===== config.mk =====
export PLATFORM = sky130hd
export DESIGN_NAME = useq_control_flat
export DESIGN_NICKNAME = d
export VERILOG_FILES = /design/src/rtl/useq_control_pkg.sv /design/src/rtl/useq_control_if.sv /design/src/rtl/useq_control_onehot_dec.sv /design/src/rtl/useq_control.sv /design/src/flat_wrapper.sv
export SDC_FILE = /design/constraint.sdc
export NUM_CORES = 1
export LEC_CHECK = 0
export ABC_CLOCK_PERIOD_IN_PS = 1310
export CORE_AREA = 2 2 54 56
export CTS_BUF_LIST = sky130_fd_sc_hd__clkbuf_8
export CTS_CLUSTER_DIAMETER = 120
export DETAILED_ROUTE_END_ITERATION = 12
export DIE_AREA = 0 0 56 58
export HOLD_SLACK_MARGIN = 0.06
export PLACE_DENSITY = 0.8
export SETUP_SLACK_MARGIN = 0.5
export SYNTH_ARGS = -nofsm -noshare
export SYNTH_HDL_FRONTEND = slang
export SYNTH_SLANG_ARGS = --single-unit

===== constraint.sdc =====
create_clock -name clk -period 1.31 [get_ports clk]
set_input_delay 0.3275 -clock clk [delete_from_list [all_inputs] [get_ports clk]]
set_output_delay 0.3275 -clock clk [all_outputs]
set_load 0.03 [all_outputs]

===== src/rtl/useq_control_pkg.sv =====
// Shared constants for the microcode control unit: word field layout helpers and bus index names.
package useq_control_pkg;

   localparam int unsigned OP_W_DEF  = 8;
   localparam int unsigned TS_W_DEF  = 3;
   localparam int unsigned SEL_W_DEF = 3;
   localparam int unsigned ALU_W_DEF = 6;

   // Fixed low part of the word: spare bits, then the four jump strobes, then bus_in select.
   localparam int unsigned SPARE_W = 2;
   localparam int unsigned JMP_W   = 4;
   localparam int unsigned JMP_LSB = SPARE_W;
   localparam int unsigned BIN_LSB = JMP_LSB + JMP_W;

   localparam int unsigned DEV_IDX = 6;

   typedef enum logic [2:0] {
      SRC_PC  = 3'd0,
      SRC_IOH = 3'd1,
      SRC_IOL = 3'd2,
      SRC_RAM = 3'd3,
      SRC_X   = 3'd4,
      SRC_Y   = 3'd5,
      SRC_DEV = 3'd6
   } src_sel_e;

   typedef enum logic [2:0] {
      SNK_NONE = 3'd0,
      SNK_MAR  = 3'd1,
      SNK_IR   = 3'd2,
      SNK_RAM  = 3'd3,
      SNK_X    = 3'd4,
      SNK_Y    = 3'd5,
      SNK_DEV  = 3'd6
   } snk_sel_e;

   function automatic int unsigned ui_width(input int unsigned sel_w, input int unsigned alu_w);
      return 1 + alu_w + sel_w + JMP_W + SPARE_W;
   endfunction

   function automatic int unsigned ovl_lsb(input int unsigned sel_w);
      return BIN_LSB + sel_w;
   endfunction

endpackage


===== src/rtl/useq_control_if.sv =====
// IR/ROM/datapath-facing signal bundle of the microcode control unit.
interface useq_control_if
   import useq_control_pkg::*;
#(
   parameter int unsigned OP_W  = OP_W_DEF,
   parameter int unsigned TS_W  = TS_W_DEF,
   parameter int unsigned SEL_W = SEL_W_DEF,
   parameter int unsigned ALU_W = ALU_W_DEF
) ();
   localparam int unsigned UI_W  = ui_width(SEL_W, ALU_W);
   localparam int unsigned N_SEL = 1 << SEL_W;

   logic [OP_W-1:0]      opcode;
   logic [UI_W-1:0]      uinstr;
   logic                 dev_rdy;
   logic [OP_W+TS_W-1:0] uaddr;
   logic                 eo;
   logic [ALU_W-1:0]     alu_flags;
   logic [N_SEL-1:0]     bus_out_en;
   logic [N_SEL-1:0]     bus_in_en;
   logic                 rt;
   logic                 pp;
   logic [JMP_W-1:0]     jmp;
   logic                 stall;
   logic                 ucode_err;

   modport master (
      output opcode, uinstr, dev_rdy,
      input  uaddr, eo, alu_flags, bus_out_en, bus_in_en, rt, pp, jmp, stall, ucode_err
   );

   modport slave (
      input  opcode, uinstr, dev_rdy,
      output uaddr, eo, alu_flags, bus_out_en, bus_in_en, rt, pp, jmp, stall, ucode_err
   );

endinterface


===== src/rtl/useq_control_onehot_dec.sv =====
// Binary select to one-hot enable decoder.
module onehot_dec #(
   parameter int unsigned SEL_W = 3
) (
   input  logic [SEL_W-1:0]      sel,
   output logic [(1<<SEL_W)-1:0] en
);

   always_comb begin
      en      = '0;
      en[sel] = 1'b1;
   end

endmodule


===== src/rtl/useq_control.sv =====
// Microcode control unit: T-state counter, ROM addressing, micro-instruction register and decode.
// Optional device wait-state support is enabled with `define USEQ_DEV_WAIT_EN.
module useq_control
   import useq_control_pkg::*;
#(
   parameter int unsigned OP_W  = OP_W_DEF,
   parameter int unsigned TS_W  = TS_W_DEF,
   parameter int unsigned SEL_W = SEL_W_DEF,
   parameter int unsigned ALU_W = ALU_W_DEF
) (
   input logic           clk,
   input logic           reset,
   useq_control_if.slave bus
);

   localparam int unsigned UI_W    = ui_width(SEL_W, ALU_W);
   localparam int unsigned N_SEL   = 1 << SEL_W;
   localparam int unsigned OVL_LSB = ovl_lsb(SEL_W);
   localparam int unsigned EO_BIT  = OVL_LSB + ALU_W;
   localparam int unsigned OUT_LSB = EO_BIT - SEL_W;
   localparam int unsigned RT_BIT  = OUT_LSB - 1;
   localparam int unsigned PP_BIT  = OUT_LSB - 2;
   localparam int unsigned TS_MAX  = (1 << TS_W) - 1;

   logic [UI_W-1:0] r_ureg;
   logic            r_valid;
   logic [TS_W-1:0] r_tstate;
   logic            r_ucode_err;

   logic             w_ovl_ok;
   logic             w_in_rt;
   logic             w_wrap;
   logic             w_stall;
   logic [N_SEL-1:0] w_out_dec;
   logic [N_SEL-1:0] w_in_dec;
   logic [N_SEL-1:0] w_out_en;
   logic [N_SEL-1:0] w_in_en_raw;
   logic             w_unused;

   onehot_dec #(.SEL_W(SEL_W)) u_out_dec (
      .sel (r_ureg[OUT_LSB +: SEL_W]),
      .en  (w_out_dec)
   );

   onehot_dec #(.SEL_W(SEL_W)) u_in_dec (
      .sel (r_ureg[BIN_LSB +: SEL_W]),
      .en  (w_in_dec)
   );

   // Overlay fields (source select, RT, P+) only mean something when the ALU is not driving.
   assign w_ovl_ok    = r_valid & ~r_ureg[EO_BIT];
   assign w_out_en    = w_ovl_ok ? w_out_dec : '0;
   assign w_in_en_raw = r_valid ? {w_in_dec[N_SEL-1:1], 1'b0} : '0;

   // RT is looked at in the word arriving from ROM so the next address is already {opcode,0}.
   assign w_in_rt = ~bus.uinstr[EO_BIT] & bus.uinstr[RT_BIT];
   assign w_wrap  = (r_tstate == TS_W'(TS_MAX)) & ~w_in_rt;

`ifdef USEQ_DEV_WAIT_EN
   assign w_stall  = (w_out_en[DEV_IDX] | w_in_en_raw[DEV_IDX]) & ~bus.dev_rdy;
   assign w_unused = ^{r_ureg[SPARE_W-1:0], w_in_dec[0]};
`else
   assign w_stall  = 1'b0;
   assign w_unused = ^{r_ureg[SPARE_W-1:0], w_in_dec[0], bus.dev_rdy};
`endif

   always_ff @(posedge clk) begin
      if (reset) begin
         r_ureg      <= '0;
         r_valid     <= 1'b0;
         r_tstate    <= '0;
         r_ucode_err <= 1'b0;
      end else if (!w_stall) begin
         r_ureg   <= bus.uinstr;
         r_valid  <= 1'b1;
         r_tstate <= w_in_rt ? '0 : r_tstate + TS_W'(1);
         if (w_wrap) begin
            r_ucode_err <= 1'b1;
         end
      end
   end

   // While waiting on the device the source stays on the bus but no sink/side effect fires.
   assign bus.uaddr      = {bus.opcode, r_tstate};
   assign bus.eo         = r_valid & r_ureg[EO_BIT];
   assign bus.alu_flags  = r_valid ? r_ureg[OVL_LSB +: ALU_W] : '0;
   assign bus.bus_out_en = w_out_en;
   assign bus.bus_in_en  = w_stall ? '0 : w_in_en_raw;
   assign bus.rt         = w_ovl_ok & r_ureg[RT_BIT];
   assign bus.pp         = w_ovl_ok & r_ureg[PP_BIT] & ~w_stall;
   assign bus.jmp        = (r_valid & ~w_stall) ? r_ureg[JMP_LSB +: JMP_W] : '0;
   assign bus.stall      = w_stall;
   assign bus.ucode_err  = r_ucode_err;

endmodule


===== src/flat_wrapper.sv =====
// flat-port wrapper written by rule: the top's interface ports become plain ports
module useq_control_flat import useq_control_pkg::*;
#(
   parameter int unsigned OP_W  = OP_W_DEF,
   parameter int unsigned TS_W  = TS_W_DEF,
   parameter int unsigned SEL_W = SEL_W_DEF,
   parameter int unsigned ALU_W = ALU_W_DEF
)
  (clk, reset, bus_opcode, bus_uinstr, bus_dev_rdy, bus_uaddr, bus_eo, bus_alu_flags, bus_bus_out_en, bus_bus_in_en, bus_rt, bus_pp, bus_jmp, bus_stall, bus_ucode_err);
  useq_control_if #(.OP_W(OP_W), .TS_W(TS_W), .SEL_W(SEL_W), .ALU_W(ALU_W)) bus_i ();
  input logic clk;
  input logic reset;
  input wire logic [$bits(bus_i.opcode)-1:0] bus_opcode;
  input wire logic [$bits(bus_i.uinstr)-1:0] bus_uinstr;
  input wire logic [$bits(bus_i.dev_rdy)-1:0] bus_dev_rdy;
  output wire logic [$bits(bus_i.uaddr)-1:0] bus_uaddr;
  output wire logic [$bits(bus_i.eo)-1:0] bus_eo;
  output wire logic [$bits(bus_i.alu_flags)-1:0] bus_alu_flags;
  output wire logic [$bits(bus_i.bus_out_en)-1:0] bus_bus_out_en;
  output wire logic [$bits(bus_i.bus_in_en)-1:0] bus_bus_in_en;
  output wire logic [$bits(bus_i.rt)-1:0] bus_rt;
  output wire logic [$bits(bus_i.pp)-1:0] bus_pp;
  output wire logic [$bits(bus_i.jmp)-1:0] bus_jmp;
  output wire logic [$bits(bus_i.stall)-1:0] bus_stall;
  output wire logic [$bits(bus_i.ucode_err)-1:0] bus_ucode_err;
  assign bus_i.opcode = bus_opcode;
  assign bus_i.uinstr = bus_uinstr;
  assign bus_i.dev_rdy = bus_dev_rdy;
  assign bus_uaddr = bus_i.uaddr;
  assign bus_eo = bus_i.eo;
  assign bus_alu_flags = bus_i.alu_flags;
  assign bus_bus_out_en = bus_i.bus_out_en;
  assign bus_bus_in_en = bus_i.bus_in_en;
  assign bus_rt = bus_i.rt;
  assign bus_pp = bus_i.pp;
  assign bus_jmp = bus_i.jmp;
  assign bus_stall = bus_i.stall;
  assign bus_ucode_err = bus_i.ucode_err;
  useq_control #(.OP_W(OP_W), .TS_W(TS_W), .SEL_W(SEL_W), .ALU_W(ALU_W)) u_core (.clk(clk), .reset(reset), .bus(bus_i));
endmodule

==> impl_metrics.env, run 1 <==
export IMPL_crit_required_ps=980
export IMPL_maxCapViolations=0
export IMPL_drive_gt1_share_pct=66.7
export IMPL_irDropWorstVdd_mv=0.834
export IMPL_setup_violations=28
export IMPL_port_buffer_count=47
export IMPL_min_period_over_period_pct=125
export IMPL_cts_tree="built"
export IMPL_htree_num_levels=1
export IMPL_syn_area_per_cell_um2=9.04
export IMPL_antenna_found_initial=0
export IMPL_skew_ps=0.0697
export IMPL_fill_cells=211
export IMPL_start_util_pct=31.6
export IMPL_drc=0
export IMPL_synth_cell_type_count=21
export IMPL_num_rows=19
export IMPL_yosysWarnings=0
export IMPL_period_needed_ps=1640
export IMPL_arrival_ps=1310
export IMPL_ys_seq_area_share_pct=45.2
export IMPL_p_comb_share_pct=25.8
export IMPL_clock_sinks=19
export IMPL_grt_ovfl_total=0
export IMPL_grt_pass1_wl_mm=3.57
export IMPL_power_switching_mw=0.380
export IMPL_p_leak_nw=0.710
export IMPL_grt_usage_pct=13.8
export IMPL_first_iter_violations=2
export IMPL_crit_type="reg2out"
export IMPL_swShare_pct=27.5
export IMPL_vias=767
export IMPL_numCtsBuffers=3
export IMPL_rsz0062_at_grt="yes"
export IMPL_die_w_um=56
export IMPL_fin_ws_ps=-331
export IMPL_final_max_slew_viol_count=0
export IMPL_final_cell_mix="buf_6, nor2b_1, clkdlybuf4s50_1"
export IMPL_placed_cell_area_mm2=0.00144
export IMPL_cp_end_kind="output port"
export IMPL_clkPwrFrac_pct=27.9
export IMPL_grt_pass1_vias=808
export IMPL_power_density_mw_per_mm2=801
export IMPL_fp_coreArea_mm2=0.00266
export IMPL_antenna_cells=0
export IMPL_p_seq_share_pct=46.3
export IMPL_layout_commonest_cell="buf_6"
export IMPL_vias_per_cell=4.38
export IMPL_dp_cells=168
export IMPL_synth_area_um2=841
export IMPL_die_y_um=58
export IMPL_status="complete, but fails checks"
export IMPL_clkLatencyLatePin_ps=250
export IMPL_drtAntennaViolNets=0
export IMPL_die_area_mm2=0.00325
export IMPL_clkTransAtPathRegs_ps=60
export IMPL_whs_ps=437
export IMPL_p_int_mw=1.00
export IMPL_pre_cts_ws_ps=-110
export IMPL_wl_per_cell_um=12.9
export IMPL_first_pass_iters=4
export IMPL_stdcell_area_mm2=0.00173
export IMPL_synth_seq_cells=19
export IMPL_fin_cells=175
export IMPL_nets=174
export IMPL_cp_start_kind="register"
export IMPL_globalplace_congestion=0.713
export IMPL_hold_class="in2reg"
export IMPL_fmax_mhz=609
export IMPL_cts_buffer_depth=2
export IMPL_synth_cells=93
export IMPL_dpl_hpwl_mm=1.60
export IMPL_root_buffer="clkbuf_8"
export IMPL_critical_path_peak_fanout=4
export IMPL_io_pins=69
export IMPL_grt_max_degree=11
export IMPL_hold_viol=0
export IMPL_area_growth_pct=106
export IMPL_holdBufCountCts=0
export IMPL_routed_wl_mm=2.25
export IMPL_violations="negative setup slack"
[stage by stage]
stage | TNS (ps) | total power [mW] | util [%]
final | -5070 | 1.38 | 64.9
after global routing | -6120 | 1.45 | 64.9
after CTS | -5710 | 1.34 | 59.6
after detailed placement | -591 | 0.950 | 53.9
after global placement | -349 | 0.941 | 53.9
after floorplan | -324 | 0.872 | -
[synthesized netlist by cell type, drive strengths merged]
cell type,count,area (um2)
inv,1,3.75
ha,2,25.0
conb,1,3.75
o2bb2ai,1,8.76
clkbuf,1,3.75
or3b,1,8.76
nor2b,15,93.8
nor3b,2,15.0
nand3b,1,7.51
nor3,4,25.0
nor2,12,45.0
or2b,1,7.51
nand2,3,11.3
dfxtp,19,380
buf,11,80.1
nand2b,5,31.3
and3b,2,20.0
and2,11,70.1
[worst max-delay path: stages, from the launching register on]
cell and delay, ps:
dfxtp_2 340, or3b_4 440, nor3_4 140, buf_6 150
[state kept, by name, summed over array words and instances, names as in the netlist]
signal and cells:
u_core.r_ureg 14, u_core.r_tstate 3, u_core.bus.ucode_err 1, u_core.r_valid 1
[power groups by stage]
stage | Clock [mW] | Sequential [mW] | Combinational, mW
final | 0.387 | 0.640 | 0.357
after global routing | 0.426 | 0.645 | 0.379
after CTS | 0.384 | 0.638 | 0.321
after detailed placement | 0 | 0.648 | 0.302
after global placement | 0 | 0.646 | 0.295
after floorplan | 0 | 0.658 | 0.213
[final cells by class]
class                           count  area [um2]  area share, %
Multi-Input combinational cell     62         626           36.2
Timing Repair Buffer               58         617           35.7
Sequential cell                    19         398           23.0
Clock buffer                        3        41.3           2.39
Tap cell                           31        38.8           2.24
Clock inverter                      1        3.75          0.217
Inverter                            1        3.75          0.217
[path summary, 6_finish.rpt]
check,depth (start not counted),slack [ps],end,start
max reg2reg,3,310,u_core.r_tstate[2]$_SDFF_PP0_,u_core.r_tstate[0]$_SDFF_PP0_
min,2,440,u_core.r_ureg[15]$_SDFF_PP0_,bus_uinstr[15]
max,3,-330,bus_bus_out_en[0],u_core.r_valid$_DFF_P_
min reg2reg,1,460,u_core.r_tstate[0]$_SDFF_PP0_,u_core.r_tstate[0]$_SDFF_PP0_
[routing by layer]
metal	global-route usage [%]	vias to the layer above	part of all wire, %
met4	4.42	0	0.36
met3	3.35	2	6.0
met1	15.0	360	37
met5	0	-	0
met2	26.4	25	57
li1	-	380	-
[what timing repair did]
action,4_1_cts,5_1_grt
gates resized for setup,32,27
pin swaps,3,6
setup endpoints to repair,50,36
setup buffers,1,1
gates cloned,0,1
[cell families (layout without fill, tap and decap cells)]
logic type,count (synthesis),count (layout),share of synthesized area [%]
flip-flops,19,19,45.2
AO/OA/AOI/OAI,1,1,1.04
buffers and inverters,13,63,10.4
other,1,2,0.446
AND/OR/NAND/NOR,57,57,39.9
adder cells (fa/ha/maj),2,2,2.98
No activity file was read; power rests on OpenSTA's default activity.
==> inputs of run 2 (changes only) <==
--- a/config.mk
+++ b/config.mk
@@ -5,14 +5,14 @@
 export SDC_FILE = /design/constraint.sdc
 export NUM_CORES = 1
 export LEC_CHECK = 0
-export ABC_CLOCK_PERIOD_IN_PS = 1310
-export CORE_AREA = 2 2 54 56
+export ABC_CLOCK_PERIOD_IN_PS = 1900
+export CORE_AREA = 2 2 53 55
 export CTS_BUF_LIST = sky130_fd_sc_hd__clkbuf_8
 export CTS_CLUSTER_DIAMETER = 120
 export DETAILED_ROUTE_END_ITERATION = 12
-export DIE_AREA = 0 0 56 58
+export DIE_AREA = 0 0 55 57
 export HOLD_SLACK_MARGIN = 0.06
-export PLACE_DENSITY = 0.8
+export PLACE_DENSITY = 0.83
 export SETUP_SLACK_MARGIN = 0.5
 export SYNTH_ARGS = -nofsm -noshare
 export SYNTH_HDL_FRONTEND = slang
==> constraint.sdc (replaced) <==
create_clock -name clk -period 1.9 [get_ports clk]
set_input_delay 0.475 -clock clk [delete_from_list [all_inputs] [get_ports clk]]
set_output_delay 0.475 -clock clk [all_outputs]
set_load 0.03 [all_outputs]
==> run 2 against run 1 <==
The flow now finishes without violations. Routed wire length decreased by 2.9%. Clock-buffer cell count did not move. Sequential share of layout area up 1.9 points. Design area is 9.0% lower. Clock skew grew 3.9 ps. Sequential power shrank 33%. Critical path depth did not move. Global-route usage increased by 1.7 points. Clock power fell by 29%. Cell count down 0.57%. Core utilization down 4.8 points. Flip-flop and latch count is the same.
==> impl_metrics.env, run 2 (synthesis results as in run 1) <==
export IMPL_status="finished, final reports clean"
export IMPL_fill_cells=232
export IMPL_final_max_slew_viol_count=0
export IMPL_hold_viol=0
export IMPL_antenna_found_initial=0
export IMPL_die_area_mm2=0.00314
export IMPL_globalplace_congestion=0.679
export IMPL_p_leak_nw=0.676
export IMPL_tns_ps=0
export IMPL_num_rows=19
export IMPL_clkTransAtPathRegs_ps=70
export IMPL_grt_pass1_wl_mm=3.52
export IMPL_vias_per_cell=4.45
export IMPL_holdBufCountCts=0
export IMPL_routed_wl_mm=2.19
export IMPL_regMostFlops="u_core.r_ureg"
export IMPL_grt_usage_pct=15.5
export IMPL_first_pass_iters=2
export IMPL_grt_ovfl_total=0
export IMPL_drt_met1_wl_um=789
export IMPL_port_buffer_count=47
export IMPL_hold_class="reg2reg"
export IMPL_fmax_mhz=557
export IMPL_critical_path_peak_fanout=4
export IMPL_hold_path_startpoint="u_core.r_tstate[0]$_SDFF_PP0_"
export IMPL_cp_end_kind="output port"
export IMPL_clkLatencyLatePin_ps=250
export IMPL_die_w_um=55
export IMPL_crit_required_ps=1420
export IMPL_cts_tree="built"
export IMPL_htree_num_levels=1
export IMPL_root_buffer="clkbuf_8"
export IMPL_met3_length_um=178
export IMPL_die_y_um=57
export IMPL_dpl_hpwl_mm=1.62
export IMPL_highest_layer="met4"
export IMPL_area_growth_pct=87.1
export IMPL_wl_per_cell_um=12.6
export IMPL_numCtsBuffers=3
export IMPL_grt_pass1_vias=773
export IMPL_drc=0
export IMPL_maxCapViolations=0
export IMPL_route_met2_wl_mm=1.20
export IMPL_arrival_ps=1320
export IMPL_fp_coreArea_mm2=0.00262
export IMPL_min_period_over_period_pct=94.5
export IMPL_grt_max_degree=11
export IMPL_antenna_cells=0
export IMPL_utilization_pct=60.1
export IMPL_largest_register_ffs=14
export IMPL_first_iter_violations=4
export IMPL_drive_gt1_share_pct=55.2
export IMPL_crit_type="reg2out"
export IMPL_irDropWorstVdd_mv=0.565
export IMPL_top_regs="u_core.r_ureg x14, u_core.r_tstate x3"
export IMPL_skew_ps=3.99
export IMPL_period_needed_ps=1800
export IMPL_io_pins=69
export IMPL_drtAntennaViolNets=0
export IMPL_clock_sinks=19
export IMPL_vias=775
export IMPL_nets=173
export IMPL_setup_violations=0
export IMPL_start_util_pct=32.2
export IMPL_layout_commonest_cell="buf_6"
export IMPL_cp_start_kind="register"
export IMPL_cts_buffer_depth=2
export IMPL_crit_start="u_core.r_valid$_DFF_P_"
export IMPL_r2r_start="u_core.r_tstate[0]$_SDFF_PP0_"
export IMPL_final_cell_mix="buf_6, dfxtp_1, nor2b_1, clkdlybuf4s50_1, nor2_4"
export IMPL_rsz0062_at_grt="yes"
export IMPL_power_density_mw_per_mm2=593
run 2: cell count changes in the layout (fill, tap and decap cells not counted), moves of 2 or more:
cell,previous run,this run
buf_6,36,29
dfxtp_2,8,0
dfxtp_1,9,16
buf_2,0,4
nor3b_1,0,2
ha_1,0,2
clkdlybuf4s50_1,12,15
dlygate4sd2_1,3,0
and2_4,10,8
buf_4,6,9
and2_1,0,3
ha_4,2,0
run 2: final cells by class:
cell class              instances  area (um2)  share of cell area (%)
clock buffers                   3        41.3                    2.63
clock inverters                 1        3.75                   0.239
inverters                       1        3.75                   0.239
multi-input cells              62         529                    33.7
flip-flops and latches         19         392                    24.9
well taps                      31        38.8                    2.47
repair buffers                 57         564                    35.9
run 2: repair_timing:
action | CTS | global route
setup endpoints to repair | 32 | 31
pin swaps | 6 | 2
gates resized for setup | 148 | 32
setup buffers | 4 | 1
run 2: worst paths after layout:
check | to | cells after the start | slack (ps)
setup reg to reg | u_core.r_tstate[2]$_SDFF_PP0_ | 3 | 870
hold reg to reg | u_core.r_tstate[0]$_SDFF_PP0_ | 1 | 470
hold / removal | u_core.r_tstate[0]$_SDFF_PP0_ | 1 | 470
setup / recovery | bus_bus_out_en[0] | 3 | 100
run 2: critical path, stage by stage, from the launching register on:
cell and delay, ps:
dfxtp_4 360, or3b_4 430, nor3_4 130, buf_6 150
run 2: routing by layer:
layer  up-vias  GRT usage (%)
met2        32           26.9
li1        381              -
met4         0           6.27
met5         -              0
met3         4           3.93
met1       358           17.7
run 2: per-stage QoR:
| stage | std cells | hold slack [ps] | total power, mW | instance area, um2 | setup WS (ps) |
|---|---|---|---|---|---|
| floorplan | 94 | 547 | 0.579 | 908 | 315 |
| global placement | 165 | 442 | 0.628 | 1340 | 55.7 |
| detailed placement | 165 | 458 | 0.634 | 1340 | 52.8 |
| CTS | 173 | 468 | 0.919 | 1520 | 93.9 |
| global route | 174 | 480 | 0.973 | 1570 | 62.9 |
| finish | 174 | 469 | 0.932 | 1570 | 104 |
run 2: power breakdown:
part	leakage [nW]	switching, mW	internal, mW	total (mW)
registers	0.159	0.0146	0.418	0.432
logic	0.490	0.112	0.114	0.226
clock network	0.0269	0.130	0.144	0.273
==> inputs of run 3 (changes only) <==
--- a/config.mk
+++ b/config.mk
@@ -12,7 +12,7 @@
 export DETAILED_ROUTE_END_ITERATION = 12
 export DIE_AREA = 0 0 55 57
 export HOLD_SLACK_MARGIN = 0.06
-export PLACE_DENSITY = 0.83
+export PLACE_DENSITY = 0.82
 export SETUP_SLACK_MARGIN = 0.5
 export SYNTH_ARGS = -nofsm -noshare
 export SYNTH_HDL_FRONTEND = slang
==> run 3 against run 2 <==
Fmax down 5.3%. Combinational power hardly changed. Critical endpoint unchanged. Clock skew is 3.8 ps lower. Non-clock buffer count rose by 5. First-iteration DRC count stayed put. Global-route usage is 1.6 points lower.
==> impl_metrics.env, run 3 (synthesis results as in run 1) <==
export IMPL_status="finished, final reports clean"
export IMPL_grt_usage_pct=13.9
export IMPL_grt_pass1_vias=738
export IMPL_drive_gt1_share_pct=52.0
export IMPL_largest_register_ffs=14
export IMPL_cp_start_kind="register"
export IMPL_htree_num_levels=1
export IMPL_regMostFlops="u_core.r_ureg"
export IMPL_met3_length_um=181
export IMPL_p_int_mw=0.680
export IMPL_final_max_slew_viol_count=0
export IMPL_clock_sinks=19
export IMPL_globalplace_congestion=0.683
export IMPL_hold_path_startpoint="u_core.r_tstate[0]$_SDFF_PP0_"
export IMPL_routed_wl_mm=2.15
export IMPL_io_pins=69
export IMPL_hold_class="reg2reg"
export IMPL_rsz0062_at_grt="yes"
export IMPL_first_pass_iters=4
export IMPL_arrival_ps=1420
export IMPL_wl_per_cell_um=12.0
export IMPL_final_cell_mix="buf_6, dfxtp_1, nor2b_1, clkdlybuf4s50_1, buf_4"
export IMPL_die_area_mm2=0.00314
export IMPL_root_buffer="clkbuf_8"
export IMPL_die_w_um=55
export IMPL_grt_pass1_wl_mm=3.15
export IMPL_clkLatencyLatePin_ps=250
export IMPL_nets=178
export IMPL_max_stage_delay_ps=420
export IMPL_irDropWorstVdd_mv=0.542
export IMPL_period_needed_ps=1900
export IMPL_r2r_start="u_core.r_tstate[0]$_SDFF_PP0_"
export IMPL_path_common_cell="buf_6"
export IMPL_vias=774
export IMPL_vias_per_cell=4.32
export IMPL_power_density_mw_per_mm2=589
export IMPL_route_met2_wl_mm=1.10
export IMPL_tns_ps=0
export IMPL_die_y_um=57
export IMPL_port_buffer_count=47
export IMPL_cp_end_kind="output port"
export IMPL_first_iter_violations=4
export IMPL_grt_max_degree=11
export IMPL_antenna_found_initial=0
export IMPL_maxCapViolations=0
export IMPL_whs_ps=483
export IMPL_setup_violations=0
export IMPL_start_util_pct=32.2
export IMPL_area_growth_pct=87.4
export IMPL_cts_buffer_depth=2
export IMPL_cts_tree="built"
export IMPL_fmax_mhz=527
export IMPL_power_switching_mw=0.248
export IMPL_dpl_hpwl_mm=1.52
export IMPL_layout_commonest_cell="buf_6"
export IMPL_drt_met1_wl_um=826
export IMPL_p_comb_share_pct=24.6
export IMPL_p_leak_nw=0.682
export IMPL_min_period_over_period_pct=99.8
export IMPL_top_regs="u_core.r_ureg x14, u_core.r_tstate x3"
export IMPL_hold_viol=0
export IMPL_stdcell_area_mm2=0.00158
export IMPL_slowest_stage="or3b_4"
export IMPL_drtAntennaViolNets=0
export IMPL_fill_cells=227
export IMPL_crit_start="u_core.r_valid$_DFF_P_"
export IMPL_fp_coreArea_mm2=0.00262
export IMPL_multi_input_area_um2=487
export IMPL_holdBufCountCts=0
export IMPL_num_rows=19
export IMPL_crit_required_ps=1420
export IMPL_numCtsBuffers=3
export IMPL_antenna_cells=0
export IMPL_regArea_um2=384
export IMPL_grt_ovfl_total=0
export IMPL_clkPwrFrac_pct=28.8
export IMPL_skew_ps=0.180
export IMPL_cp_cell_sequence="buf_6, or3b_4, nor3_4, buf_6"
export IMPL_critical_path_peak_fanout=4
export IMPL_highest_layer="met4"
export IMPL_drc=0
export IMPL_crit_type="reg2out"
export IMPL_placed_cell_area_mm2=0.00134
export IMPL_swShare_pct=26.7
export IMPL_clkTransAtPathRegs_ps=70
export IMPL_p_seq_share_pct=46.6
export IMPL_finalPower_mw=0.928
## run 3: changes by cell type in the layout (fill, tap and decap cells not counted), sizes merged
cell           change
buf                +3
clkdlybuf4s15      +1
clkdlybuf4s18      +1
## run 3: final timing paths
check                                       end  slack, ps  cells after the start
setup / recovery              bus_bus_out_en[0]          3                      4
hold / removal    u_core.r_tstate[0]$_SDFF_PP0_        480                      1
setup reg to reg  u_core.r_tstate[2]$_SDFF_PP0_        850                      3
hold reg to reg   u_core.r_tstate[0]$_SDFF_PP0_        480                      1
## run 3: repair_timing
item	4_1_cts	5_1_grt
pin swaps	7	8
setup buffers	9	1
endpoints found under the setup margin	32	30
resized for setup	145	22
## run 3: cell type report
type                    instances  area share, %
well taps                      31           2.46
flip-flops and latches         19           24.4
clock inverters                 1          0.238
clock buffers                   3           2.62
inverters                       1          0.238
repair buffers                 62           39.2
multi-input cells              62           30.9
## run 3: worst max-delay path: cells and delay by family (launching register included)
family | cells | cell delay, ps
buffers and inverters | 2 | 250
flip-flops | 1 | 370
AND/OR/NAND/NOR | 2 | 550
## run 3: through the flow
stage          utilization, %  worst slack, ps  cells
2_1_floorplan               -              315     94
3_3_place_gp             51.4             76.4    165
3_5_place_dp             51.4             66.6    165
4_1_cts                  58.6             11.5    178
5_1_grt                  60.2            -40.0    179
6_report                 60.2             2.87    179
## run 3: power groups by stage
stage	clock, mW	combinational [mW]	sequential, mW
4_1_cts	0.273	0.220	0.431
3_3_place_gp	0	0.188	0.440
3_5_place_dp	0	0.191	0.442
5_1_grt	0.286	0.242	0.434
2_1_floorplan	0	0.130	0.449
6_report	0.267	0.228	0.432
## run 3: routing by layer
layer  track usage, %  vias up
li1                 -      392
met1             17.7      343
met2             21.9       34
met3             2.36        5
met4             7.67        0
met5                0        -
==> RTL edit: new RTL, settings of run 2 <==
Reset style: asynchronous (`reset`), changed in one clocked block.
--- a/src/rtl/useq_control.sv
+++ b/src/rtl/useq_control.sv
@@ -66,3 +66,3 @@
 
-   always_ff @(posedge clk) begin
+   always_ff @(posedge clk or posedge reset) begin
       if (reset) begin
Function: differs if reset is asserted again (counterexample within 4 cycles, from zero or initial values and one cycle with reset high); with reset held inactive, the same outputs for 10 cycles.
==> RTL edit against run 2 <==
Sequential power grew 13%; sequential cell count is the same; power grew 22%; cell area grew 12%; critical path depth is the same; wire length shrank 5.8%; combinational power grew 70%; area after synthesis shrank 0.89%; worst setup slack lost 21 ps; largest power group unchanged.
==> RTL edit: results (changes against run 2) <==
[critical_path]
timing.rr.end = u_core.r_tstate[2]  ; unchanged
ff2ff_path_depth = 3  ; unchanged
crit_start = u_core.r_ureg[14]  ; was u_core.r_valid
r2r_slack_ps = 800  ; was 870 ps
r2r-start = u_core.r_tstate[0]  ; unchanged
worstPathArrival_ps = 1340  ; was 1320 ps
worstPathMaxFanout = 3  ; was 4

[detailed_routing]
vias = 744  ; was 775
routed_wl_um = 2060  ; was 2190 µm
wl_met1_um = 662  ; was 789 µm
drt_iter0_drc = 5  ; was 4
first_pass_iters = 4  ; was 2
via_per_inst = 4.43  ; was 4.45

[status]
status = completed  ; unchanged

[final_layout]
n_fill_cell = 197  ; was 232
drive_gt1_share_pct = 70.8  ; was 55.2%
nets = 167  ; was 173

[global_routing]
grt_pass1_vias = 784  ; was 773
grt_pass1_wl_um = 3420  ; was 3520 µm
grt_usage_pct = 14.9  ; was 15.5%
use_met3_pct = 4.71  ; was 3.93%
grt_max_degree = 12  ; was 11
use_met2_pct = 25.9  ; was 26.9%

[logic_synthesis]
ys.flop_type = dfrtp_1  ; was dfxtp_1
syn_inst = 78  ; was 93
synth_area_leaders = dfrtp_1 57%, buf_4 9.9%, and2_1 8.3%  ; was dfxtp_1 45%, nor2b_1 11%, buf_4 8.9%
synthTopCellsByCount = 19 x dfrtp_1, 12 x nor2_1, 11 x and2_1, 11 x buf_4, 5 x nand2b_1  ; was 19 x dfxtp_1, 15 x nor2b_1, 12 x nor2_1
yosysUniqueCellTypes = 17  ; was 21
ys_seq_area_share_pct = 57.1  ; was 45.2%

[pwr]
powerSeq_uw = 487  ; was 432 µW
vdd_drop_max_uv = 651  ; was 565 µV
p_leak_uw = 0.000784  ; was 0.000676 µW
p_comb_uw = 385  ; was 226 µW

[worst_hold_path]
hold_end = u_core.r_tstate[0]  ; unchanged

[placement]
hpwl_um = 1450  ; was 1620 µm
place_inst = 149  ; was 165
routabilityCongestion = 0.642  ; was 0.679

[clock_network]
post-cts-setup-buffers = 10  ; was 4
cts-resized-gates = 109  ; was 148
cts.htree.levels = 1  ; unchanged

[timing]
clock_skew_ps = 0.232  ; was 3.99 ps

-- RTL edit: through the flow --
stage	instance area [µm²]	setup slack, ps	utilization, %	power (µW)	hold slack, ps
6_report	1760	83.0	67.4	1140	465
5_1_grt	1760	42.7	67.4	1200	483
3_5_place_dp	1340	113	51.1	820	453
4_1_cts	1680	72.6	64.2	1120	472
3_3_place_gp	1340	113	51.1	815	447
2_1_floorplan	947	336	-	708	426
-- RTL edit: final cells by class --
cell class              count  area, µm²  share of cell area, %
flip-flops and latches     19        485                   27.6
clock buffers               3       41.3                   2.34
inverters                   2       7.51                  0.426
repair buffers             65        678                   38.5
multi-input cells          47        507                   28.8
well taps                  31       38.8                   2.20
clock inverters             1       3.75                  0.213
-- RTL edit: cells by family (layout without fill, tap and decap cells) --
kind of cell	after synthesis	in the layout	share of synthesized area, %
DFF	19	19	57.1
AOI/OAI and AO/OA	1	1	0.901
and+or+nand+nor	41	41	27.3
adders and majority gates	2	2	3.00
other	2	3	0.901
buffers and inverters	13	71	10.8
